==> src/rtl/dec_seq_pkg.sv <==
// ---------------------------------------------------------------------------
// dec_seq_pkg
// Shared constants and helpers for the dec_seq strobe/row-select sequencer.
//   mode_e  : MODE_DIRECT (registered decode of `in`) / MODE_SCAN (stepping).
//   MAX_N   : widest index the onehot() helper supports.
//   onehot(): returns a one-hot vector with bit `i` set (MAX_N-bit index,
//             2^MAX_N-bit result). Callers narrow it to 2^N bits.
// ---------------------------------------------------------------------------
package dec_seq_pkg;

    typedef enum logic {
        MODE_DIRECT = 1'b0,
        MODE_SCAN   = 1'b1
    } mode_e;

    localparam int MAX_N = 8;

    function automatic logic [2**MAX_N-1:0] onehot(input logic [MAX_N-1:0] i);
        logic [2**MAX_N-1:0] v;
        v    = '0;
        v[i] = 1'b1;
        return v;
    endfunction

endpackage

==> src/rtl/dec_seq_if.sv <==
// ---------------------------------------------------------------------------
// dec_seq_if
// Control/select bundle between a controller (master) and dec_seq (slave).
//   en     : output enable (0 forces out to zero, pauses the scan)
//   mode   : 0 = direct decode, 1 = scan
//   in     : direct index / scan load value (N bits)
//   load   : scan mode: load `in` into the index
//   dwell  : scan mode: cycles per step minus one (DW bits)
//   dir    : scan direction, 1 = descending (only with DEC_SEQ_DIR_EN)
//   out    : registered one-hot select (2^N bits)
//   idx    : current index register (N bits)
//   wrap   : one-cycle pulse when the scan index wraps
// Optional macro: DEC_SEQ_DIR_EN adds the `dir` signal.
// ---------------------------------------------------------------------------
interface dec_seq_if #(
    parameter int N  = 3,
    parameter int DW = 4
);
    logic           en;
    logic           mode;
    logic [N-1:0]   in;
    logic           load;
    logic [DW-1:0]  dwell;
`ifdef DEC_SEQ_DIR_EN
    logic           dir;
`endif
    logic [2**N-1:0] out;
    logic [N-1:0]    idx;
    logic            wrap;

    modport master (
        output en, mode, in, load, dwell,
`ifdef DEC_SEQ_DIR_EN
        output dir,
`endif
        input  out, idx, wrap
    );

    modport slave (
        input  en, mode, in, load, dwell,
`ifdef DEC_SEQ_DIR_EN
        input  dir,
`endif
        output out, idx, wrap
    );
endinterface

==> src/rtl/dec_seq_dwell_cnt.sv <==
// ---------------------------------------------------------------------------
// dec_seq_dwell_cnt
// Dwell counter for the scan sequencer. Counts enabled cycles spent on the
// current index and raises `step` (combinational) on the cycle the index
// must advance.
//   clk, rst_n : clock, asynchronous active-low reset
//   scan       : 1 when the sequencer is in scan mode
//   en         : enable; 0 freezes the count (scan pause)
//   load       : index reload; restarts the count and suppresses the step
//   dwell      : cycles per step minus one
//   step       : advance the index at the next edge
// ---------------------------------------------------------------------------
module dec_seq_dwell_cnt #(
    parameter int DW = 4
) (
    input  logic          clk,
    input  logic          rst_n,
    input  logic          scan,
    input  logic          en,
    input  logic          load,
    input  logic [DW-1:0] dwell,
    output logic          step
);
    logic [DW-1:0] cnt_reg;
    logic [DW-1:0] cnt_next;

    // `>=` rather than `==` so that lowering dwell below the running count
    // forces an immediate step instead of letting the counter run away.
    always_comb begin
        step     = 1'b0;
        cnt_next = cnt_reg;
        if (!scan || load) begin
            cnt_next = '0;
        end else if (en) begin
            if (cnt_reg >= dwell) begin
                step     = 1'b1;
                cnt_next = '0;
            end else begin
                cnt_next = cnt_reg + DW'(1);
            end
        end
    end

    always_ff @(posedge clk or negedge rst_n) begin
        if (!rst_n) cnt_reg <= '0;
        else        cnt_reg <= cnt_next;
    end
endmodule

==> src/rtl/dec_seq.sv <==
// ---------------------------------------------------------------------------
// dec_seq
// N-to-2^N one-hot decoder / scan sequencer with registered output.
//   clk, rst_n : clock, asynchronous active-low reset
//   bus        : dec_seq_if.slave (en, mode, in, load, dwell, [dir] in;
//                out, idx, wrap out)
// Direct mode registers onehot(in). Scan mode steps the index through all
// 2^N values, holding each for dwell+1 enabled cycles; load overrides.
// Optional macro: DEC_SEQ_DIR_EN enables descending scan via bus.dir.
// N must not exceed dec_seq_pkg::MAX_N.
// ---------------------------------------------------------------------------
module dec_seq
    import dec_seq_pkg::*;
#(
    parameter int N  = 3,
    parameter int DW = 4
) (
    input  logic         clk,
    input  logic         rst_n,
    dec_seq_if.slave     bus
);
    localparam int OW = 1 << N;

    logic [N-1:0]  idx_reg, idx_next;
    logic [OW-1:0] out_reg, out_next;
    logic          wrap_reg, wrap_next;
    logic          scan;
    logic          step;
    logic          down;

    assign scan = (bus.mode == MODE_SCAN);

`ifdef DEC_SEQ_DIR_EN
    assign down = bus.dir;
`else
    assign down = 1'b0;
`endif

    dec_seq_dwell_cnt #(.DW(DW)) u_dwell (
        .clk   (clk),
        .rst_n (rst_n),
        .scan  (scan),
        .en    (bus.en),
        .load  (bus.load),
        .dwell (bus.dwell),
        .step  (step)
    );

    always_comb begin
        idx_next  = idx_reg;
        wrap_next = 1'b0;
        if (!scan || bus.load) begin
            idx_next = bus.in;
        end else if (step) begin
            if (down) begin
                idx_next  = idx_reg - N'(1);
                wrap_next = (idx_reg == '0);
            end else begin
                idx_next  = idx_reg + N'(1);
                wrap_next = &idx_reg;
            end
        end
        // Decode the next index, so out always matches idx after the edge.
        out_next = bus.en ? OW'(onehot(MAX_N'(idx_next))) : '0;
    end

    always_ff @(posedge clk or negedge rst_n) begin
        if (!rst_n) begin
            idx_reg  <= '0;
            out_reg  <= '0;
            wrap_reg <= 1'b0;
        end else begin
            idx_reg  <= idx_next;
            out_reg  <= out_next;
            wrap_reg <= wrap_next;
        end
    end

    assign bus.out  = out_reg;
    assign bus.idx  = idx_reg;
    assign bus.wrap = wrap_reg;
endmodule

==> src/flat_wrapper.sv <==
// flat-port wrapper written by rule: the top's interface ports become plain ports
module dec_seq_flat import dec_seq_pkg::*;
#(
    parameter int N  = 3,
    parameter int DW = 4
)
  (clk, rst_n, bus_en, bus_mode, bus_in, bus_load, bus_dwell, bus_out, bus_idx, bus_wrap);
  dec_seq_if #(.N(N), .DW(DW)) bus_i ();
  input  logic clk;
  input  logic rst_n;
  input wire logic [$bits(bus_i.en)-1:0] bus_en;
  input wire logic [$bits(bus_i.mode)-1:0] bus_mode;
  input wire logic [$bits(bus_i.in)-1:0] bus_in;
  input wire logic [$bits(bus_i.load)-1:0] bus_load;
  input wire logic [$bits(bus_i.dwell)-1:0] bus_dwell;
  output wire logic [$bits(bus_i.out)-1:0] bus_out;
  output wire logic [$bits(bus_i.idx)-1:0] bus_idx;
  output wire logic [$bits(bus_i.wrap)-1:0] bus_wrap;
  assign bus_i.en = bus_en;
  assign bus_i.mode = bus_mode;
  assign bus_i.in = bus_in;
  assign bus_i.load = bus_load;
  assign bus_i.dwell = bus_dwell;
  assign bus_out = bus_i.out;
  assign bus_idx = bus_i.idx;
  assign bus_wrap = bus_i.wrap;
  dec_seq #(.N(N), .DW(DW)) u_core (.clk(clk), .rst_n(rst_n), .bus(bus_i));
endmodule
==> config.mk <==
export PLATFORM = sky130hd
export DESIGN_NAME = dec_seq_flat
export DESIGN_NICKNAME = d
export VERILOG_FILES = /design/src/rtl/dec_seq_pkg.sv /design/src/rtl/dec_seq_if.sv /design/src/rtl/dec_seq_dwell_cnt.sv /design/src/rtl/dec_seq.sv /design/src/flat_wrapper.sv
export SDC_FILE = /design/constraint.sdc
export NUM_CORES = 1
export LEC_CHECK = 0
export CORE_MARGIN = 3
export CORE_UTILIZATION = 41
export CTS_CLUSTER_DIAMETER = 100
export DETAILED_ROUTE_END_ITERATION = 16
export HOLD_SLACK_MARGIN = 0.15
export PLACE_DENSITY = 0.73
export SETUP_SLACK_MARGIN = 0.1
export SLEW_MARGIN = 40
export SYNTH_ARGS = -nofsm -noshare
export SYNTH_HDL_FRONTEND = slang
export SYNTH_HIERARCHICAL = 1
export SYNTH_SLANG_ARGS = --single-unit
export TNS_END_PERCENT = 5
==> constraint.sdc <==
create_clock -name clk -period 2.55 [get_ports clk]
set_input_delay 0.255 -clock clk [delete_from_list [all_inputs] [get_ports clk]]
set_output_delay 0.255 -clock clk [all_outputs]
set_load 0.01 [all_outputs]
Yosys cells after proc, flatten, opt, wreduce, memory -nomap -nowiden
Cells that the tools add are included.
W data, S select, Z words.
{"block": "totals", "n_memories": 0, "rom_bits": 0, "in_bits": 12, "latchBits": 0, "reg_bits": 16, "ramBits": 0, "word_cells": 27}
{"block": "op_classes", "n_reduce_logical": 5, "n_eq_ne": 0, "shift": 0, "n_mul": 0, "n_div": 0, "n_bitwise": 0, "add_sub_neg": 2, "n_lt_le_gt_ge": 3, "n_mux": 13}
{"op": "$mux W4", "count": 3}
{"op": "$lt A3 B9 Y1 const B", "count": 1}
{"op": "$mux W8", "count": 1}
{"op": "$mux W1", "count": 6}
{"op": "$mux W3", "count": 2}
{"op": "$add A4 B1 Y4 const B", "count": 1}
{"op": "$ge A4 B4 Y1", "count": 1}
{"op": "$add A3 B1 Y3 const B", "count": 1}
{"op": "$demux W1 S3", "count": 1}
{"op": "$ge A3 B1 Y1 const B", "count": 1}
{"op": "$reduce_and A3 Y1", "count": 1}
{"op": "$reduce_bool A2 Y1", "count": 1}
{"op": "$logic_and A1 B1 Y1", "count": 1}
{"op": "$logic_not A1 Y1", "count": 1}
{"op": "$logic_or A1 B1 Y1", "count": 1}

Logic depth before layout (Yosys ltp)
{"block": "depth", "depth_word": 11, "depth_mapped": 10, "mapped_depth_nobuf": 10}

Hierarchy
Netlist, hierarchy kept.
{"mod": "dec_seq", "n_inst": 1, "seq_area_each_um2": 300.3, "cells_each": 34, "area_each_um2": 505.5}
{"mod": "dec_seq_dwell_cnt", "n_inst": 1, "seq_area_each_um2": 100.1, "cells_each": 39, "area_each_um2": 332.8}

Worst setup path before layout
Ideal clock, no wire load.
{"block": "synth_path", "kind": "register to register", "startpoint": "reg u_core.u_dwell.cnt_reg[0]", "endpoint": "reg u_core.out_reg[0] (netlist: u_core/bus.out[0])", "arrival_time_ns": 2.259, "setup_slack_ns": 0.190, "path_buffers": 0, "period_less_slack_ns": 2.360, "path_stages_with_launch": 11, "t_required_ns": 2.449, "path_cell_list": "dfrtp_1 inv_1 ha_1 nand2b_1 a211oi_2 o21a_1 nor3_1 mux2_4 mux2i_4 inv_2 nor4_1"}
{"block": "synth_between", "elab_chain_len": 11, "elab_cells_between_ends": 12, "classes_between": "3 x order compare; 8 x mux; 1 x reduce/logical"}
{"element": "start, declared", "line": "dec_seq_dwell_cnt.sv:24", "source": "logic [DW-1:0] cnt_reg;"}
{"element": "start signal, assigned", "line": "dec_seq_dwell_cnt.sv:46", "source": "else cnt_reg <= cnt_next;"}
{"element": "$ge A4 B4 Y1 *", "line": "dec_seq_dwell_cnt.sv:35", "source": "if (cnt_reg >= dwell) begin"}
{"element": "$mux W1 *", "line": "dec_seq_dwell_cnt.sv:35"}
{"element": "$mux W1 *", "line": "dec_seq_dwell_cnt.sv:34", "source": "end else if (en) begin"}
{"element": "$mux W1 *", "line": "dec_seq_dwell_cnt.sv:32", "source": "if (!scan || load) begin"}
{"element": "net u_core.step", "line": "dec_seq.sv:28", "source": "logic step;"}
{"element": "$mux W3 *", "line": "dec_seq.sv:54", "source": "end else if (step) begin"}
{"element": "$mux W3 *", "line": "dec_seq.sv:52", "source": "if (!scan || bus.load) begin"}
{"element": "net u_core.idx_next[1]", "line": "dec_seq.sv:24", "source": "logic [N-1:0] idx_reg, idx_next;"}
{"element": "$lt A3 B9 Y1 (implied by the code) or $ge A3 B1 Y1 (tied branches)", "line": "dec_seq_pkg.sv:21", "source": "v[i] = 1'b1;"}
{"element": "$logic_and A1 B1 Y1 (implied by the code)", "line": "dec_seq_pkg.sv:21"}
{"element": "$mux W1 (implied by the code)", "line": "dec_seq_pkg.sv:21"}
{"element": "$demux W1 S3 *"}
{"element": "$mux W8 *", "line": "dec_seq.sv:64", "source": "out_next = bus.en ? OW'(onehot(MAX_N'(idx_next))) : '0;"}
{"element": "net u_core.out_next[0]", "line": "dec_seq.sv:25", "source": "logic [OW-1:0] out_reg, out_next;"}
{"element": "end signal, assigned", "line": "dec_seq.sv:74", "source": "out_reg <= out_next;"}
{"element": "end, declared", "line": "dec_seq.sv:25"}
Mark *: on every way through the listed nets, which the timed path passes. The rest lies on a longest branch.
A chain may end at the register's enable or synchronous reset.

Final worst setup path
{"block": "layout_path", "startpoint": "reg u_core.u_dwell.cnt_reg[0]", "endpoint": "reg u_core.out_reg[4] (netlist: u_core/bus.out[4])"}
Same word-level chain as after synthesis.

==> results.cfg <==
[outcome]
status = finished, final reports clean

[power_and_ir_drop]
seqPwrFrac_pct = 47.6
ir_drop_mv = 0.286
pwr-share-clk_pct = 29.5
power_density_mw_per_mm2 = 449
finalPower_mw = 0.568
p_comb_share_pct = 22.9
p_leak_nw = 0.557
internal_power_mw = 0.419
p_switching_mw = 0.150
switching_share_pct = 26.3

[floorplanning]
rows = 15
dieArea_mm2 = 0.00262
die_h_um = 51.2
start_util_pct = 46.0
die_x_um = 51.2
ios = 24
fp.coreArea_mm2 = 0.00182

[global_route]
grt.busiest_layer = met2
grt_usage_pct = 16.9
grt_pass1_vias = 695
grtUsageMet1_pct = 21.6
grt_max_degree = 17
grt_use_met3_pct = 5.25
antenna_found_initial = 0
grt_first_pass_wirelength_um = 3220
grtUsageMet2_pct = 26.2
gr-total-overflow = 0

[setup_path]
ff2ff_setup_slack_ns = 0.15
end_kind = flip-flop
worstPathRequired_ns = 2.74
reg2reg_from = u_core/u_dwell/cnt_reg[0]
cpLargestDelayFamily = simple AND/OR/NAND/NOR gates
ff2ff_path_depth = 10
setup.worst_path.start_class = flip-flop
cp_slowest_stage_delay_ns = 0.40
path_buf_inv = 2
rr_endpoint = u_core/bus.out[4]
cp_cell_sequence = inv_1 -> ha_1 -> nand2b_1 -> a211oi_2 -> o21a_1 -> nor3_4 -> mux2_4 -> mux2i_4 -> inv_2 -> nor4_1
worstPathArrival_ns = 2.59
critPathCapture = u_core/bus.out[4]
cp_num_cells = 10
slowest_stage = dfrtp_1
path_max_fanout = 5
path_class = reg2reg
crit_start = u_core/u_dwell/cnt_reg[0]

[synth]
synthMuxAreaShare_pct = 10.1
synth_area_um2 = 838
synthAdderAreaFrac_pct = 10.4
yosysMostFrequentCell = dfrtp_1
synthXorXnorAreaFrac_pct = 1.04
synth_area_leaders = dfrtp_1, ha_1, nor4_1
yosysUniqueCellTypes = 24
ys_async_sr_fraction_pct = 100
yosys-top-cells-count = dfrtp_1, nor4_1, ha_1, inv_1
synth_top_area_share_pct = 47.8
synth_top_family_by_area = simple AND/OR/NAND/NOR gates
synth-seq-area-share_pct = 47.8
synth_simple_gate_area_share_pct = 15.8
synth_edf_count = 0
syn_area_per_cell_um2 = 11.5
yosysTopAreaCell = dfrtp_1
synth_fp_nets = 92
ys_seq_elements = 16
syn-instance-count = 73
synth_top_flop_cell = dfrtp_1
synth_compound_area_share_pct = 10.3
yosys_warnings = 6

[sta]
relSlewSlack_pct = 53.3
tightest_slew_ns = 0.699
period_minus_slack_ns = 2.40
hold_viol = 0
holdWs_ns = 0.380
finalSetupViolCount = 0
fmax_mhz = 417
rsz0062_at_grt = yes
slew_viol_final = 0
finalCritPeriodShare_pct = 93.9
finClkSkew_ns = 0.00181

[worst_hold_path]
hold_path_class = in2async

[layout]
syn_to_final_growth_pct = 50.9
largest_reg_flops = 8
final_nets = 130
fin_util_pct = 69.5
antennaDiodeCount = 0
nFillCells = 141
drive_gt1_share_pct = 29.1
finalNonFillerCells = 135

[clock_tree]
clk_pin_slew_ns = 0.09
cts_tree = built
cts_buffers = 3
cts_max_path_buffers = 2
insertion_delay_ns = 0.29
clock_sinks = 16
h-tree-depth = 1
root_buffer = clkbuf_4
cts_hold_repair.buffers = 0

[placed_design]
dp_hpwl_um = 1420
io_buffers = 23
gp_congestion = 0.838
dp.cells = 130

[drt]
wl_per_cell_um = 14.7
antenna_left = 0
drt_iter0_drc = 9
wl_um = 1990
viasPerCell = 5.31
vias = 717
drc = 0
first_pass_iters = 4

[job]
drv_cap = 0
## power groups by stage
stage / Clock [mW] / Combinational, mW / Sequential [mW]
6_report: 0.167 / 0.130 / 0.271
5_1_grt: 0.187 / 0.141 / 0.272
4_1_cts: 0.174 / 0.121 / 0.270
3_5_place_dp: 0 / 0.119 / 0.275
3_3_place_gp: 0 / 0.116 / 0.275
2_1_floorplan: 0 / 0.0478 / 0.279
## layout make-up
class / instances / area (um^2) / share of cell area [%]
Inverter: 10 / 37.5 / 2.97
Clock buffer: 4 / 36.3 / 2.87
Timing Repair Buffer: 33 / 305 / 24.1
Multi-Input combinational cell: 47 / 454 / 35.9
Tap cell: 25 / 31.3 / 2.47
Sequential cell: 16 / 400 / 31.7
## layer usage
layer,wire length [um],vias up
li1,-,342
met4,35,0
met5,0,-
met3,87,4
met1,862,348
met2,1000,23
## how the worst min path moves through the flow
stage                                            to  cells past startpoint
final                     u_core/u_dwell/cnt_reg[2]                      1
after global routing      u_core/u_dwell/cnt_reg[2]                      1
after CTS                 u_core/u_dwell/cnt_reg[2]                      1
after detailed placement  u_core/u_dwell/cnt_reg[0]                      2
after global placement    u_core/u_dwell/cnt_reg[0]                      2
after floorplan                   u_core/bus.idx[0]                      0
## logic make-up after synthesis
kind of cell             count (synthesis)
XOR/XNOR                                 1
AND/OR/NAND/NOR                         22
adder cells (fa/ha/maj)                  7
buffers and inverters                   10
flip-flops                              16
multiplexers                             5
AO/OA/AOI/OAI                           12
## worst register-to-register path: stages, from the launching register on
cell and delay, ns:
dfrtp_1 0.40, inv_1 0.08, ha_1 0.27, nand2b_1 0.11, a211oi_2 0.07, o21a_1 0.20, nor3_4 0.34, mux2_4 0.35
mux2i_4 0.15, inv_2 0.09, nor4_1 0.24
## metrics by stage
stage	area (um^2)	TNS, ns	worst slack (ns)
after floorplan	838	0	0.190
after CTS	1210	0	0.104
after global routing	1260	0	0.0194
after detailed placement	1170	-1.82	-0.294
after global placement	1170	-1.17	-0.207
final	1260	0	0.154
## repair_timing
item,CTS,global route
setup buffers,0,1
resized for setup,2,8
pin swaps,0,3
endpoints found under the setup margin,8,8
## placed cells by master (no fill, tap or decap), drive strengths merged
cell | netlist | final
o2111ai | 4 | 4
nor4 | 8 | 8
mux2 | 2 | 2
nand2b | 3 | 3
a211oi | 1 | 1
xor2 | 1 | 1
nor2b | 1 | 1
o21a | 1 | 1
nor3 | 3 | 3
and3 | 1 | 1
nand3 | 1 | 1
nor2 | 1 | 1
dfrtp | 16 | 16
nand3b | 1 | 1
a31oi | 1 | 1
a21oi | 4 | 4
inv | 10 | 10
buf | 0 | 10
o21ai | 1 | 1
mux2i | 3 | 3
ha | 7 | 7
clkbuf | 0 | 4
nand2 | 3 | 3
clkdlybuf4s50 | 0 | 23
Note: power is estimated with default switching activity, not from simulation.
